File: src/rtl/sprite_print_engine_if.sv
// rtl/sprite_print_engine_if.sv - pixel, slot-write and result signals of the sprite print engine
// Signals:
//   pixel_en, active_area, pixel_x, pixel_y : pixel stream from the video timing generator
//   wr_en, wr_slot, wr_data                 : slot register write port
//   collision_clr                           : clears collision_sticky
//   memory_address, sprite_on, slot_id,
//   printing_screen, collision,
//   collision_sticky                        : pipelined lookup results
// Modports: master drives the pixel/write side, slave is the engine.
interface sprite_print_engine_if #(
    parameter int SIZE_X       = 10,
    parameter int SIZE_Y       = 9,
    parameter int SIZE_ADDRESS = 17,
    parameter int NUM_SPRITES  = 8
);
    localparam int SLOT_W = (NUM_SPRITES > 1) ? $clog2(NUM_SPRITES) : 1;

    logic                    pixel_en;
    logic                    active_area;
    logic [SIZE_X-1:0]       pixel_x;
    logic [SIZE_Y-1:0]       pixel_y;
    logic                    wr_en;
    logic [SLOT_W-1:0]       wr_slot;
    logic [31:0]             wr_data;
    logic                    collision_clr;
    logic [SIZE_ADDRESS-1:0] memory_address;
    logic                    sprite_on;
    logic [SLOT_W-1:0]       slot_id;
    logic                    printing_screen;
    logic                    collision;
    logic                    collision_sticky;

    modport master (
        output pixel_en, active_area, pixel_x, pixel_y,
        output wr_en, wr_slot, wr_data, collision_clr,
        input  memory_address, sprite_on, slot_id, printing_screen,
        input  collision, collision_sticky
    );

    modport slave (
        input  pixel_en, active_area, pixel_x, pixel_y,
        input  wr_en, wr_slot, wr_data, collision_clr,
        output memory_address, sprite_on, slot_id, printing_screen,
        output collision, collision_sticky
    );
endinterface

File: src/rtl/sprite_print_engine.sv
// rtl/sprite_print_engine.sv - two-stage sprite lookup producing sprite ROM addresses per pixel
// Ports:
//   clk   : system clock, rising edge
//   reset : asynchronous active-low reset
//   bus   : sprite_print_engine_if.slave (pixel stream, slot writes, pipelined results)
// Slot word: [31] enable, [30] hflip, [29:20] x, [19:11] y, [7:0] offset.
module sprite_print_engine #(
    parameter int SIZE_X       = 10,
    parameter int SIZE_Y       = 9,
    parameter int SIZE_ADDRESS = 17,
    parameter int NUM_SPRITES  = 8,
    parameter int SPRITE_DIM   = 20,
    parameter int OFFSET_BITS  = 8
) (
    input  logic                 clk,
    input  logic                 reset,
    sprite_print_engine_if.slave bus
);
    localparam int SLOT_W = (NUM_SPRITES > 1) ? $clog2(NUM_SPRITES) : 1;
    localparam int DIM_W  = (SPRITE_DIM > 1) ? $clog2(SPRITE_DIM) : 1;

    logic [31:0] r_slot [NUM_SPRITES];

    // Hit test; the end coordinate carries one extra bit so that a sprite
    // placed near the right/bottom edge does not wrap to column/row 0.
    function automatic logic f_hit(input logic [31:0] word,
                                   input logic [SIZE_X-1:0] px,
                                   input logic [SIZE_Y-1:0] py);
        logic [SIZE_X-1:0] x;
        logic [SIZE_Y-1:0] y;
        logic [SIZE_X:0]   x_end;
        logic [SIZE_Y:0]   y_end;
        x     = word[20 +: SIZE_X];
        y     = word[11 +: SIZE_Y];
        x_end = {1'b0, x} + (SIZE_X+1)'(SPRITE_DIM - 1);
        y_end = {1'b0, y} + (SIZE_Y+1)'(SPRITE_DIM - 1);
        return word[31] && (px >= x) && ({1'b0, px} <= x_end)
                        && (py >= y) && ({1'b0, py} <= y_end);
    endfunction

    // Slot registers; out-of-range slot indices are dropped.
    always_ff @(posedge clk or negedge reset) begin
        if (!reset) begin
            for (int s = 0; s < NUM_SPRITES; s++) r_slot[s] <= '0;
        end else if (bus.wr_en && (32'(bus.wr_slot) < 32'(NUM_SPRITES))) begin
            r_slot[bus.wr_slot] <= bus.wr_data;
        end
    end

    logic              w_any_hit;
    logic [SLOT_W-1:0] w_win;
    logic [31:0]       w_win_word;
    logic [5:0]        w_hit_cnt;
    logic [SIZE_X-1:0] w_dx;
    logic [SIZE_Y-1:0] w_dy;
    logic [DIM_W-1:0]  w_col;
    logic [DIM_W-1:0]  w_line;

    // Scan from the top slot down so the last hit recorded is the lowest index.
    always_comb begin
        w_any_hit  = 1'b0;
        w_win      = '0;
        w_win_word = '0;
        w_hit_cnt  = '0;
        for (int s = NUM_SPRITES - 1; s >= 0; s--) begin
            if (bus.active_area && f_hit(r_slot[s], bus.pixel_x, bus.pixel_y)) begin
                w_any_hit  = 1'b1;
                w_win      = SLOT_W'(s);
                w_win_word = r_slot[s];
                w_hit_cnt  = w_hit_cnt + 6'd1;
            end
        end
        w_dx   = bus.pixel_x - w_win_word[20 +: SIZE_X];
        w_dy   = bus.pixel_y - w_win_word[11 +: SIZE_Y];
        w_col  = DIM_W'(w_dx);
        w_line = DIM_W'(w_dy);
        if (w_win_word[30]) w_col = DIM_W'(SPRITE_DIM - 1) - w_col;
    end

    logic                   r_s1_hit;
    logic [SLOT_W-1:0]      r_s1_slot;
    logic                   r_s1_coll;
    logic [DIM_W-1:0]       r_s1_col;
    logic [DIM_W-1:0]       r_s1_line;
    logic [OFFSET_BITS-1:0] r_s1_off;
    logic                   r_s1_active;

    always_ff @(posedge clk or negedge reset) begin
        if (!reset) begin
            r_s1_hit    <= 1'b0;
            r_s1_slot   <= '0;
            r_s1_coll   <= 1'b0;
            r_s1_col    <= '0;
            r_s1_line   <= '0;
            r_s1_off    <= '0;
            r_s1_active <= 1'b0;
        end else if (bus.pixel_en) begin
            r_s1_hit    <= w_any_hit;
            r_s1_slot   <= w_win;
            r_s1_coll   <= (w_hit_cnt >= 6'd2);
            r_s1_col    <= w_col;
            r_s1_line   <= w_line;
            r_s1_off    <= w_win_word[0 +: OFFSET_BITS];
            r_s1_active <= bus.active_area;
        end
    end

    logic [31:0] w_addr;
    assign w_addr = 32'(r_s1_off) * 32'(SPRITE_DIM * SPRITE_DIM)
                  + 32'(r_s1_line) * 32'(SPRITE_DIM)
                  + 32'(r_s1_col);

    logic [SIZE_ADDRESS-1:0] r_addr;
    logic                    r_on;
    logic [SLOT_W-1:0]       r_slot_id;
    logic                    r_printing;
    logic                    r_coll;
    logic                    r_sticky;

    always_ff @(posedge clk or negedge reset) begin
        if (!reset) begin
            r_addr     <= '0;
            r_on       <= 1'b0;
            r_slot_id  <= '0;
            r_printing <= 1'b0;
            r_coll     <= 1'b0;
        end else if (bus.pixel_en) begin
            r_addr     <= r_s1_hit ? SIZE_ADDRESS'(w_addr) : '0;
            r_on       <= r_s1_hit;
            r_slot_id  <= r_s1_hit ? r_s1_slot : '0;
            r_printing <= r_s1_active;
            r_coll     <= r_s1_coll;
        end
    end

    // A collision entering stage 2 beats a simultaneous clear.
    always_ff @(posedge clk or negedge reset) begin
        if (!reset)                          r_sticky <= 1'b0;
        else if (bus.pixel_en && r_s1_coll)  r_sticky <= 1'b1;
        else if (bus.collision_clr)          r_sticky <= 1'b0;
    end

    assign bus.memory_address   = r_addr;
    assign bus.sprite_on        = r_on;
    assign bus.slot_id          = r_slot_id;
    assign bus.printing_screen  = r_printing;
    assign bus.collision        = r_coll;
    assign bus.collision_sticky = r_sticky;
endmodule
File: src/flat_wrapper.sv
// flat-port wrapper written by rule: the top's interface ports become plain ports
module sprite_print_engine_flat 
#(
    parameter int SIZE_X       = 10,
    parameter int SIZE_Y       = 9,
    parameter int SIZE_ADDRESS = 17,
    parameter int NUM_SPRITES  = 8,
    parameter int SPRITE_DIM   = 20,
    parameter int OFFSET_BITS  = 8
)
  (clk, reset, bus_pixel_en, bus_active_area, bus_pixel_x, bus_pixel_y, bus_wr_en, bus_wr_slot, bus_wr_data, bus_collision_clr, bus_memory_address, bus_sprite_on, bus_slot_id, bus_printing_screen, bus_collision, bus_collision_sticky);
  sprite_print_engine_if #(.SIZE_X(SIZE_X), .SIZE_Y(SIZE_Y), .SIZE_ADDRESS(SIZE_ADDRESS), .NUM_SPRITES(NUM_SPRITES)) bus_i ();
  input  logic clk;
  input  logic reset;
  input wire logic [$bits(bus_i.pixel_en)-1:0] bus_pixel_en;
  input wire logic [$bits(bus_i.active_area)-1:0] bus_active_area;
  input wire logic [$bits(bus_i.pixel_x)-1:0] bus_pixel_x;
  input wire logic [$bits(bus_i.pixel_y)-1:0] bus_pixel_y;
  input wire logic [$bits(bus_i.wr_en)-1:0] bus_wr_en;
  input wire logic [$bits(bus_i.wr_slot)-1:0] bus_wr_slot;
  input wire logic [$bits(bus_i.wr_data)-1:0] bus_wr_data;
  input wire logic [$bits(bus_i.collision_clr)-1:0] bus_collision_clr;
  output wire logic [$bits(bus_i.memory_address)-1:0] bus_memory_address;
  output wire logic [$bits(bus_i.sprite_on)-1:0] bus_sprite_on;
  output wire logic [$bits(bus_i.slot_id)-1:0] bus_slot_id;
  output wire logic [$bits(bus_i.printing_screen)-1:0] bus_printing_screen;
  output wire logic [$bits(bus_i.collision)-1:0] bus_collision;
  output wire logic [$bits(bus_i.collision_sticky)-1:0] bus_collision_sticky;
  assign bus_i.pixel_en = bus_pixel_en;
  assign bus_i.active_area = bus_active_area;
  assign bus_i.pixel_x = bus_pixel_x;
  assign bus_i.pixel_y = bus_pixel_y;
  assign bus_i.wr_en = bus_wr_en;
  assign bus_i.wr_slot = bus_wr_slot;
  assign bus_i.wr_data = bus_wr_data;
  assign bus_i.collision_clr = bus_collision_clr;
  assign bus_memory_address = bus_i.memory_address;
  assign bus_sprite_on = bus_i.sprite_on;
  assign bus_slot_id = bus_i.slot_id;
  assign bus_printing_screen = bus_i.printing_screen;
  assign bus_collision = bus_i.collision;
  assign bus_collision_sticky = bus_i.collision_sticky;
  sprite_print_engine #(.SIZE_X(SIZE_X), .SIZE_Y(SIZE_Y), .SIZE_ADDRESS(SIZE_ADDRESS), .NUM_SPRITES(NUM_SPRITES), .SPRITE_DIM(SPRITE_DIM), .OFFSET_BITS(OFFSET_BITS)) u_core (.clk(clk), .reset(reset), .bus(bus_i));
endmodule
File: config.mk
export PLATFORM = sky130hd
export DESIGN_NAME = sprite_print_engine_flat
export DESIGN_NICKNAME = d
export VERILOG_FILES = /design/src/rtl/sprite_print_engine_if.sv /design/src/rtl/sprite_print_engine.sv /design/src/flat_wrapper.sv
export SDC_FILE = /design/constraint.sdc
export NUM_CORES = 1
export LEC_CHECK = 0
export CAP_MARGIN = 10
export CORE_MARGIN = 8
export CORE_UTILIZATION = 61
export CTS_BUF_LIST = sky130_fd_sc_hd__clkbuf_16
export DETAILED_ROUTE_END_ITERATION = 7
export GPL_TIMING_DRIVEN = 0
export PLACE_DENSITY = 0.84
export REMOVE_ABC_BUFFERS = 1
export SETUP_SLACK_MARGIN = 0.05
export SYNTH_ARGS = -nofsm -noshare
export SYNTH_HDL_FRONTEND = slang
export SYNTH_SLANG_ARGS = --single-unit
File: constraint.sdc
create_clock -name clk -period 14.95 [get_ports clk]
set_clock_uncertainty 0.15 [all_clocks]
set_input_delay 2.99 -clock clk [delete_from_list [all_inputs] [get_ports clk]]
set_output_delay 2.99 -clock clk [all_outputs]
set_load 0.02 [all_outputs]
After elaboration in Yosys (flattened, before gate mapping)
Index checks and enable logic that the tools add are counted.

storage, ports and cells
  flip-flop bits (word level) = 304
  output and inout port bits = 24
  logic and storage cells = 170

cells by class
  add/subtract/negate cells = 28
  multipliers = 2
  $lt $le $gt $ge = 35
  multiplexer cells = 40
  bitwise operators = 1
  reduce and logical (&&, ||, !) cells = 43

operators with widths
  kind                                                 count
  bitwise mux 256 bit                                  1
  2-to-1 mux 31 bit                                    8
  demux 32 bit (select 3 bit)                          1
  adder 10 x 5 -> 11 bit, second input constant        8
  less-or-equal comparator 10 x 11 -> 1 bit            8
  adder 9 x 5 -> 10 bit, second input constant         8
  >= comparator 10 bit                                 8
  less-or-equal comparator 9 x 10 -> 1 bit             8
  >= comparator 9 bit                                  8
  logical AND 1 bit                                    42
  2-to-1 mux 6 bit                                     7
  adder 6 x 1 -> 6 bit, second input constant          6
  2-to-1 mux 32 bit                                    1
  2-to-1 mux 3 bit                                     9
  adder 17 x 10 -> 17 bit                              1
  adder 17 x 5 -> 17 bit                               1
  2-to-1 mux 17 bit                                    1
  multiplier 8 x 5 -> 13 bit, second input constant    1
  2-to-1 mux 1 bit                                     11
  subtractor 5 bit                                     2
  multiplier 5 x 3 -> 8 bit, second input constant     1
  >= comparator 6 x 2 -> 1 bit, second input constant  1
  2-to-1 mux 5 bit                                     1
  subtractor 5 bit, first input constant               1
  other kinds (5)                                      5

Logic depth before layout (Yosys ltp)
Gate-level depths: netlist (run 1).

  depth in word-level cells = 22
  gate-level depth with buffers = 36
  mapped depth without buffers = 36

Worst setup path after synthesis (run 1)
Ideal clock, no wire load.

  path type = input port to flip-flop
  from = input bus_pixel_x[0]
  to = register u_core.r_s1_coll
  setup time = 0.121 ns
  arrival time = 8.802 ns
  required time = 14.679 ns
  setup slack = 5.877 ns
  stages on the path = 29
  path buffers = 1
  cell sequence = inv_1 ha_1 a21boi_0 o21a_1 o2111ai_1 a31oi_1 o21ai_0 a2111oi_4 clkbuf_1 inv_1 ha_1 xnor2_1 ha_1 and2_1 a21o_1 ha_1 nor2b_1 nor2_1 ha_1 nand2_1 o31a_1 inv_1 ha_1 nor2_1 a21oi_1 ha_1 a2111oi_0 a21oi_1 o22a_1

on the way
  cells in the longest elaborated chain, start to end = 22
  elaborated cells between the ends (all ways) = 72

ends and longest elaborated chain
  item                            RTL line                    RTL
  from (decl)                     flat_wrapper.sv:17          input wire logic [$bits(bus_i.pixel_x)-1:0] bus_pixel_x;
  >= comparator 10 bit            sprite_print_engine.sv:37   return word[31] && (px >= x) && ({1'b0, px} <= x_end)
  logical AND 1 bit (2 in a row)  sprite_print_engine.sv:37
  logical AND 1 bit (2 in a row)  sprite_print_engine.sv:38   && (py >= y) && ({1'b0, py} <= y_end);
  logical AND 1 bit               sprite_print_engine.sv:66   if (bus.active_area && f_hit(r_slot[s], bus.pixel_x, bus.pixel_y)) begin
  2-to-1 mux 1 bit                sprite_print_engine.sv:66
  adder 1 x 1 -> 2 bit            sprite_print_engine.sv:70   w_hit_cnt = w_hit_cnt + 6'd1;
  2-to-1 mux 6 bit                sprite_print_engine.sv:66
  adder 6 x 1 -> 6 bit            sprite_print_engine.sv:70
  [4 not listed]                  -
  2-to-1 mux 6 bit                sprite_print_engine.sv:66
  adder 6 x 1 -> 6 bit            sprite_print_engine.sv:70
  2-to-1 mux 6 bit                sprite_print_engine.sv:66
  adder 6 x 1 -> 6 bit            sprite_print_engine.sv:70
  2-to-1 mux 6 bit                sprite_print_engine.sv:66
  adder 6 x 1 -> 6 bit            sprite_print_engine.sv:70
  2-to-1 mux 6 bit *              sprite_print_engine.sv:66
  >= comparator 6 x 2 -> 1 bit *  sprite_print_engine.sv:100  r_s1_coll <= (w_hit_cnt >= 6'd2);
  to (signal assigned)            sprite_print_engine.sv:100
  to (decl)                       sprite_print_engine.sv:82   logic r_s1_coll;

Mark *: on every way between the ends. The rest lies on a longest branch, timed or not.
A chain may end at the register's enable or synchronous reset.

Final worst setup path (run 1)
  from = input bus_pixel_x[6]
  to = register u_core.r_s1_coll

The elaborated chain is that of the path after synthesis.

==> impl_metrics.csv, run 1 <==
group,metric,value,unit
status,status,"finished clean",
cells_and_area,syn2layout_area_growth,12.0,%
cts,postCtsSetupRepairBufs,0,
job,max-cap-violations,0,
global_routing,grt_start_max_net_pins,122,
sta,setup-violations-final,0,
power,p_leak,11.8,nW
setup_path,worstSetupPathType,"primary input to flop",
die,core,37300,um^2
cells_and_area,register_area,7010,um^2
cts,cts-root-buf,"clkbuf_16",
cells_and_area,nNetsFinal,2936,
cells_and_area,n_antenna_cell,0,
logic_synthesis,ys_seq_area_share,30.6,%
power,power.total,3.62,mW
sta,max_slew_margin,17.6,%
setup_path,startpoint_type,"primary input",
cells_and_area,multi_input_area,14700,um^2
cts,clkLatencyLatePin,520,ps
sta,finalWorstSetupSlack,3910,ps
cts,cts_buffers,34,
global_routing,grt_pass1_vias,20100,
sta,hold_viol,0,
logic_synthesis,synth_top_family_by_area,"adder cells",
global_routing,grt_antenna_before_repair,1,
cells_and_area,fillers,2711,
global_routing,gr-total-overflow,0,
cts,cts_buffer_depth,3,
setup_path,cp_max_fo,16,
die,pin_count,84,
logic_synthesis,synth-simple-area-share,10.5,%
die,die_width,210,um
setup_path,cp.required,15200,ps
global_routing,grt.total_usage,28.8,%
drt,drtIter0Drc,1667,
cts,h-tree-depth,2,
sta,max_freq,90.6,MHz
sta,worst_pin_slew,1230,ps
power,powerDensity,141,nW/um^2
sta,finalMaxSlewViolations,0,
sta,final.setup.tns,0,ps
drt,first_pass_iters,6,
logic_synthesis,synth_edf_count,0,
sta,period_share,73.8,%
logic_synthesis,synth-adder-area-share,21.9,%
setup_path,crit_arrival,11280,ps
power,vdd_drop_max,0.0000863,V
cts,path_clk_slew,60,ps
logic_synthesis,synthXorXnorAreaFrac,6.24,%
placed_design,hpwl,44.9,mm
global_routing,grt_pass1_wl,103,mm
placed_design,place_congestion,0.903,
logic_synthesis,synth-seq-cells,280,
hold_path,min_path_type,"flop to flop",
setup_path,crit_top_cell,"ha_1",
die,die_h,210,um
cts,cts_resized,0,
logic_synthesis,synth-compound-area-share,16.9,%
cells_and_area,drive_above_1_share,11.4,%
drt,finalWirelength,64.2,mm
logic_synthesis,synth_top_area_cell,"dfrtp_1",
cells_and_area,final_util,68.7,%
logic_synthesis,syn_inst,2405,
drt,via_per_inst,6.54,
logic_synthesis,synth_cell_types,78,
placed_design,dpl_worst_slack,3640,ps
logic_synthesis,synth.area.top_cells,"dfrtp_1 (31%), ha_1 (21%), mux2_2 (8.1%), xnor2_1 (4.9%), inv_1 (4.0%)",
sta,min_period,11040,ps
placed_design,port_buffers,80,
drt,remaining_drc_errors,0,
drt,avgRoutedWirePerCell,21.6,um
drt,ant_nets,0,
logic_synthesis,synthFlopType,"dfrtp_1",
die,rows,71,
logic_synthesis,synth_top_cell_area_share,30.6,%
cts,cts_tree,"yes",
logic_synthesis,avgSynthCellArea,9.52,um^2
setup_path,cpPeakStageDelay,980,ps
setup_path,crit_slowest_cell,"clkdlybuf4s50_1",
logic_synthesis,synthArstFlopShare,100,%
cts,postCtsHoldBufs,0,
logic_synthesis,muxShareOfSynthArea,8.61,%
setup_path,end_kind,"flop",
sta,rsz0062_at_grt,"false",
logic_synthesis,synth_area,22900,um^2
cts,cts_sinks,280,
die,start_util,61.3,%
drt,dr_total_vias,19500,
die,die-area,44000,um^2
logic_synthesis,yosysWarnings,0,
[flip-flops by register name, indices dropped and copies added, names as in the netlist]
signal and count:
u_core.r_slot 232, u_core.bus.memory_address 17, u_core.bus.printing_screen 1, u_core.bus.collision_sticky 1, u_core.r_s1_line 5, u_core.r_s1_slot 3, u_core.r_s1_coll 1, u_core.r_s1_hit 1
u_core.r_s1_off 8, u_core.bus.sprite_on 1, u_core.bus.slot_id 3, u_core.r_s1_active 1, u_core.r_s1_col 5, u_core.bus.collision 1
[logic make-up (layout without fill, tap and decap cells)]
family	count (synthesis)	after routing
buffers and inverters	318	419
and+or+nand+nor	495	495
xor gates and xnor gates	158	158
muxes	176	176
DFF	280	280
adders and majority gates	395	395
AOI/OAI and AO/OA	583	583
[critical path: cells and delay by family]
kind            cells  cell delay, ps
fa+ha+maj           7            2590
simple gates        6             680
compound gates     11            3250
buf+inv             4            1460
xor+xnor            1             300
[path summary, 6_finish.rpt]
| kind | startpoint | endpoint | slack (ps) | depth (start not counted) |
|---|---|---|---|---|
| min in group asynchronous | reset | u_core.bus.sprite_on | 2230 | 1 |
| max | bus_pixel_x[6] | u_core.r_s1_coll | 3910 | 29 |
| min | u_core.r_slot[190] | u_core.r_slot[190] | 350 | 1 |
| max in group asynchronous | reset | u_core.r_slot[59] | 11480 | 2 |
| min reg2reg | u_core.r_slot[190] | u_core.r_slot[190] | 350 | 1 |
| max reg2reg | u_core.r_slot[52] | u_core.r_s1_coll | 6320 | 33 |
[cells in the mapped netlist, types with 12 or more instances]
cell type and number:
o211ai_1 21, xor2_1 25, nor3_1 40, dfrtp_1 280
nor2_1 85, clkbuf_1 65, ha_1 387, a211oi_1 29
o22ai_1 24, nand4_1 32, or3_1 12, inv_1 244
nand3_1 51, o21ai_0 172, and3_1 14, a21o_1 29
o21a_1 39, o31ai_1 16, a221oi_1 21, nand2b_1 14
nor2b_1 16, mux2_2 164, a21oi_1 99, nand2_1 180
a31oi_1 24, xnor2_1 129
[final cells by class]
| type | instances | area share [%] |
|---|---|---|
| sequential | 280 | 27.3 |
| timing repair buffer | 113 | 4.96 |
| tap | 474 | 2.31 |
| clock inverter | 27 | 1.07 |
| inverter | 245 | 3.59 |
| clock buffer | 34 | 3.32 |
| multi-input combinational | 1807 | 57.4 |
[where the power goes]
group | internal, mW | switching, mW | total (mW) | leakage, nW
Sequential | 0.930 | 0.154 | 1.08 | 3.42
Clock | 0.504 | 0.342 | 0.846 | 0.568
Combinational | 0.759 | 0.932 | 1.69 | 7.81
Total | 2.19 | 1.43 | 3.62 | 11.8
[metrics by stage]
step | hold slack [ps] | instances | instance area (um^2)
6_report | 349 | 2980 | 25600
5_1_grt | 362 | 2980 | 25600
4_1_cts | 350 | 2978 | 25600
3_5_place_dp | 337 | 2917 | 24500
3_3_place_gp | 331 | 2886 | 24000
2_1_floorplan | 312 | 2332 | 22600
[layout by cell type, fill, tap and decap left out, drive strengths merged, types with 11 or more instances in the layout]
cell and count:
ha 387, dfrtp 280, inv 253, nand2 180, o21ai 173, mux2 164
xnor2 130, a21oi 101, nor2 86, clkdlybuf4s50 78, nand3 51, o21a 40
nor3 40, clkbuf 35, buf 34, nand4 32, a211oi 32, a21o 29
xor2 26, a31oi 24, o22ai 24, a221oi 21, o211ai 21, nor2b 16
o31ai 16, nand2b 14, and3 14, or3 12, mux2i 12, o21bai 11
nor4 11, clkinv 11
[layer usage]
layer	track usage (%)	wire length, um	up-vias
li1	-	-	8854
met1	36.5	26700	9582
met2	46.4	29100	830
met3	5.21	4800	234
met4	15.3	3610	0
met5	0	0	-
(Power assumes the default switching activity.)
==> run 2: changes to the inputs <==
CORE_UTILIZATION = 57   (was 61)
PLACE_DENSITY = 0.82   (was 0.84)
clock period = 9.4 ns   (was 14.95 ns; I/O delays follow)
==> run 2 against run 1 <==
Critical path depth is the same. Combinational power grew 57%. Sequential cell count is the same. Total power grew 53%. Critical endpoint unchanged. Largest cell class unchanged. Sequential share of layout area grew 0.13 points. Cell count grew 1.5%. Final area shrank 0.47%.
==> impl_metrics.csv, run 2 (synthesis results as in run 1) <==
group,metric,value,unit
cells_and_area,design_area,25500,um^2
global_routing,grt.total_usage,26.4,%
drt,avgRoutedWirePerCell,20.8,um
cells_and_area,nNetsFinal,2932,
cells_and_area,fillers,3064,
sta,hold_viol,0,
power,powerDensity,218,nW/um^2
drt,dr_total_vias,19200,
cells_and_area,final_cell_mix,"ha_1 (387), dfrtp_1 (280), inv_1 (249)",
cells_and_area,final_util,64.2,%
power,power_frac_comb,47.6,%
hold_path,min_path_type,"flop to flop",
sta,setup-violations-final,0,
sta,worst_pin_slew,1340,ps
cts,cts_buffers,31,
die,die_width,216,um
power,p_int,3.35,mW
die,die_h,216,um
cts,cts_sinks,280,
placed_design,hpwl,45.5,mm
hold_path,worstHoldPathCells,1,
drt,via_per_inst,6.35,
setup_path,reg2reg_depth,33,
power,clockPowerShare,21.5,%
power,p_sw,2.21,mW
sta,period_share,96.7,%
power,p_seq_share,30.9,%
setup_path,cpPeakStageDelay,980,ps
global_routing,gr-total-overflow,0,
setup_path,end_kind,"flop",
sta,max_freq,110,MHz
die,rows,73,
setup_path,crit_top_cell,"ha_1",
sta,max_slew_margin,10.3,%
setup_path,worstSetupPathType,"primary input to flop",
cells_and_area,multi_input_area,14700,um^2
drt,ant_nets,0,
power,p_leak,11.7,nW
cts,cts_buffer_depth,3,
cells_and_area,register_area,7010,um^2
setup_path,crit_arrival,9400,ps
job,max-cap-violations,0,
drt,drtIter0Drc,1749,
power,power.total,5.56,mW
cts,clkLatencyLatePin,580,ps
cts,cts-root-buf,"clkbuf_16",
hold_path,min_to,"u_core.r_slot[162]",
die,die-area,46800,um^2
sta,rsz0062_at_grt,"false",
setup_path,rr_startpoint,"u_core.r_slot[52]",
cts,h-tree-depth,1,
setup_path,crit_slowest_cell,"clkdlybuf4s50_1",
sta,min_period,9090,ps
cts,cts_tree,"yes",
die,start_util,57.6,%
global_routing,grt_pass1_vias,20000,
drt,remaining_drc_errors,0,
sta,finalMaxSlewViolations,0,
global_routing,grt_start_max_net_pins,99,
global_routing,grt_antenna_before_repair,2,
cells_and_area,regMostFlops,"u_core.r_slot",
die,pin_count,84,
setup_path,startpoint,"bus_pixel_x[2]",
sta,whs,352,ps
setup_path,cp.required,9720,ps
cts,path_clk_slew,60,ps
global_routing,grt_pass1_wl,102,mm
cts,postCtsHoldBufs,0,
setup_path,r2r_setup_slack,1450,ps
drt,first_pass_iters,6,
cells_and_area,largest_reg_flops,232,
placed_design,placed_area,24500,um^2
drt,finalWirelength,62.8,mm
hold_path,holdCritStartpoint,"u_core.r_slot[162]",
placed_design,port_buffers,80,
placed_design,place_congestion,0.929,
setup_path,startpoint_type,"primary input",
setup_path,cp_max_fo,17,
setup_path,reg2reg_to,"u_core.r_s1_coll",
die,core,39700,um^2
cells_and_area,layout_commonest_cell,"ha_1",
cells_and_area,drive_above_1_share,11.0,%
cells_and_area,syn2layout_area_growth,11.4,%
status,status,"finished clean",
power,vdd_drop_max,0.000171,V
power,sw_frac_of_total,39.7,%
==> run 2: power by group through the flow <==
stage	clock network, mW	logic [mW]	registers, mW
finish	1.19	2.65	1.72
global route	1.26	2.96	1.75
CTS	1.21	2.62	1.71
detailed placement	0	2.58	1.73
global placement	0	2.41	1.71
floorplan	0	1.88	1.68
==> run 2: per-stage QoR <==
step	instances	setup TNS [ps]	setup slack (ps)
finish	3026	0	314
global route	3025	0	85.0
CTS	3024	0	52.7
detailed placement	2968	-715	-715
global placement	2937	-1588190	-5700
floorplan	2332	0	1150
==> run 2: layout make-up <==
type	instances	share of cell area (%)
clock buffers	31	3.04
multi-input cells	1807	57.7
inverters	245	3.61
well taps	525	2.58
diodes	1	0.00981
repair buffers	112	4.84
clock inverters	25	0.770
flip-flops and latches	280	27.5
==> run 2: layer usage <==
layer  vias up  track usage (%)  share of wire (%)
met5         -                0              0.019
met3       174             4.35                7.7
met4         2             10.4                4.0
li1       8856                -                  -
met1      9431             33.9                 42
met2       745             44.2                 47
==> run 2: worst max path at each step <==
stage / slack (ps) / endpoint
after floorplan: 1150 / u_core.r_s1_coll
after global placement: -5700 / u_core.r_slot[156]
after detailed placement: -720 / u_core.r_s1_coll
after CTS: 50 / u_core.r_s1_coll
after global routing: 90 / u_core.r_s1_coll
final: 310 / u_core.r_s1_coll
==> run 2: worst max-delay path: cells and delay by family <==
family	cells	cell delay, ps
AOI/OAI and AO/OA	12	2610
adders and majority gates	7	2590
buffers and inverters	4	1400
and+or+nand+nor	5	610
xor gates and xnor gates	1	320
==> run 2: what timing repair did <==
item                       CTS  global route
gates cloned                 0             0
setup buffers                0             1
setup endpoints to repair    1             1
pin swaps                    0             1
gates resized for setup      4             2
==> run 3: changes to the inputs <==
CORE_UTILIZATION = 60   (was 57)
DONT_BUFFER_PORTS = 1   (was default)
PLACE_DENSITY = 0.83   (was 0.82)
SLEW_MARGIN = 20   (was default)
==> run 3 against run 2 <==
Global-route usage grew 1.1 points. Register-to-register slack worse by 260 ps. Fmax up 4.8%. First-iteration DRC count down 9.7%. Clock-buffer cell count rose by 6. Combinational power fell by 7.9%. Die area decreased by 4.6%. Via count down 1.1%.
==> impl_metrics.csv, run 3 (synthesis results as in run 1) <==
group,metric,value,unit
cells_and_area,syn2layout_area_growth,8.00,%
global_routing,grt_start_max_net_pins,281,
placed_design,port_buffers,0,
cells_and_area,final_util,65.8,%
die,die_h,211,um
job,max-cap-violations,0,
setup_path,cpPeakStageDelay,750,ps
drt,avgRoutedWirePerCell,21.2,um
global_routing,gr-total-overflow,0,
global_routing,grt_antenna_before_repair,1,
cts,cts_tree,"yes",
setup_path,worstSetupPathType,"primary input to flop",
sta,final.setup.tns,0,ps
setup_path,r2r_setup_slack,1190,ps
sta,worst_pin_slew,1160,ps
cts,cts_buffer_depth,3,
cts,cts_buffers,34,
drt,ant_nets,0,
setup_path,crit_top_cell,"ha_1",
cells_and_area,final_cell_mix,"ha_1 (387), dfrtp_1 (280), inv_1 (253)",
setup_path,cp.required,9660,ps
cts,cts_resized,0,
setup_path,startpoint_type,"primary input",
placed_design,placed_cells_incl_taps,2878,
power,powerDensity,222,nW/um^2
sta,whs,353,ps
setup_path,rr_startpoint,"u_core.r_slot[52]",
setup_path,cp_max_fo,17,
hold_path,holdCritStartpoint,"u_core.r_s1_coll",
die,start_util,60.9,%
power,power.total,5.49,mW
die,die_width,211,um
cts,postCtsSetupRepairBufs,0,
placed_design,place_congestion,0.891,
cts,postCtsHoldBufs,0,
setup_path,end_kind,"flop",
cells_and_area,largest_reg_flops,232,
cells_and_area,drive_above_1_share,11.7,%
global_routing,grt_pass1_wl,99.1,mm
cts,cts-root-buf,"clkbuf_16",
die,pin_count,84,
hold_path,min_to,"u_core.bus.collision",
setup_path,reg2reg_to,"u_core.r_s1_coll",
setup_path,crit_slowest_cell,"a2111oi_4",
drt,drtIter0Drc,1580,
power,p_leak,11.5,nW
sta,finalMaxSlewViolations,0,
drt,first_pass_iters,6,
die,rows,71,
status,status,"finished clean",
global_routing,grt.total_usage,27.5,%
sta,rsz0062_at_grt,"false",
die,core,37600,um^2
drt,dr_total_vias,19000,
cells_and_area,nNetsFinal,2858,
sta,period_share,92.3,%
sta,setup-violations-final,0,
hold_path,min_path_type,"flop to flop",
global_routing,grt_pass1_vias,19200,
hold_path,worstHoldPathCells,2,
cts,cts_sinks,280,
placed_design,hpwl,44.2,mm
sta,max_slew_margin,22.5,%
sta,hold_viol,0,
cells_and_area,regMostFlops,"u_core.r_slot",
setup_path,reg2reg_depth,33,
drt,finalWirelength,62.3,mm
sta,min_period,8670,ps
setup_path,crit_arrival,8930,ps
power,vdd_drop_max,0.000145,V
drt,remaining_drc_errors,0,
cts,path_clk_slew,50,ps
cells_and_area,finalNonFillerCells,2941,
sta,max_freq,115,MHz
drt,via_per_inst,6.46,
cts,h-tree-depth,2,
die,die-area,44600,um^2
cells_and_area,layout_commonest_cell,"ha_1",
cts,clkLatencyLatePin,530,ps
run 3: layout make-up:
type	instances	area (um^2)
inverters	245	920
well taps	511	639
repair buffers	35	343
fillers	2826	12900
diodes	1	2.50
flip-flops and latches	280	7010
clock buffers	37	926
multi-input cells	1807	14700
clock inverters	25	165
run 3: metrics by stage:
stage | instance area (um^2) | setup slack (ps)
final | 24700 | 728
after global routing | 24700 | 368
after CTS | 24700 | 838
after detailed placement | 23600 | 410
after global placement | 23200 | -394
after floorplan | 22600 | 1150
run 3: worst max-delay path: cells and delay by family:
kind / cells / cell delay (ps)
AND/OR/NAND/NOR: 5 / 600
AO/OA/AOI/OAI: 12 / 2800
XOR/XNOR: 1 / 280
buffers and inverters: 4 / 990
adder cells (fa/ha/maj): 7 / 2340
run 3: worst max path at each step:
stage,endpoint,cells past startpoint,from,slack [ps]
2_1_floorplan,u_core.r_s1_coll,30,bus_pixel_x[0],1150
3_3_place_gp,u_core.r_s1_coll,30,bus_pixel_x[0],-390
3_5_place_dp,u_core.r_s1_coll,29,bus_pixel_x[0],410
4_1_cts,u_core.r_s1_coll,29,bus_pixel_x[0],840
5_1_grt,u_core.r_s1_coll,29,bus_pixel_x[0],370
6_report,u_core.r_s1_coll,29,bus_pixel_x[0],730
run 3: report_power, final:
group | switching [mW] | total, mW | internal [mW]
logic | 1.30 | 2.44 | 1.13
clock network | 0.539 | 1.30 | 0.763
registers | 0.271 | 1.75 | 1.48
run 3: metal layers:
metal  GRT usage [%]  vias up  part of all wire, %  wire length, um
li1                -     8714                    -                -
met1            35.2     9354                   42            25800
met2            45.6      758                   47            29000
met3            4.87      171                  7.8             4830
met4            11.3        0                  4.1             2550
met5               0        -                    0                0
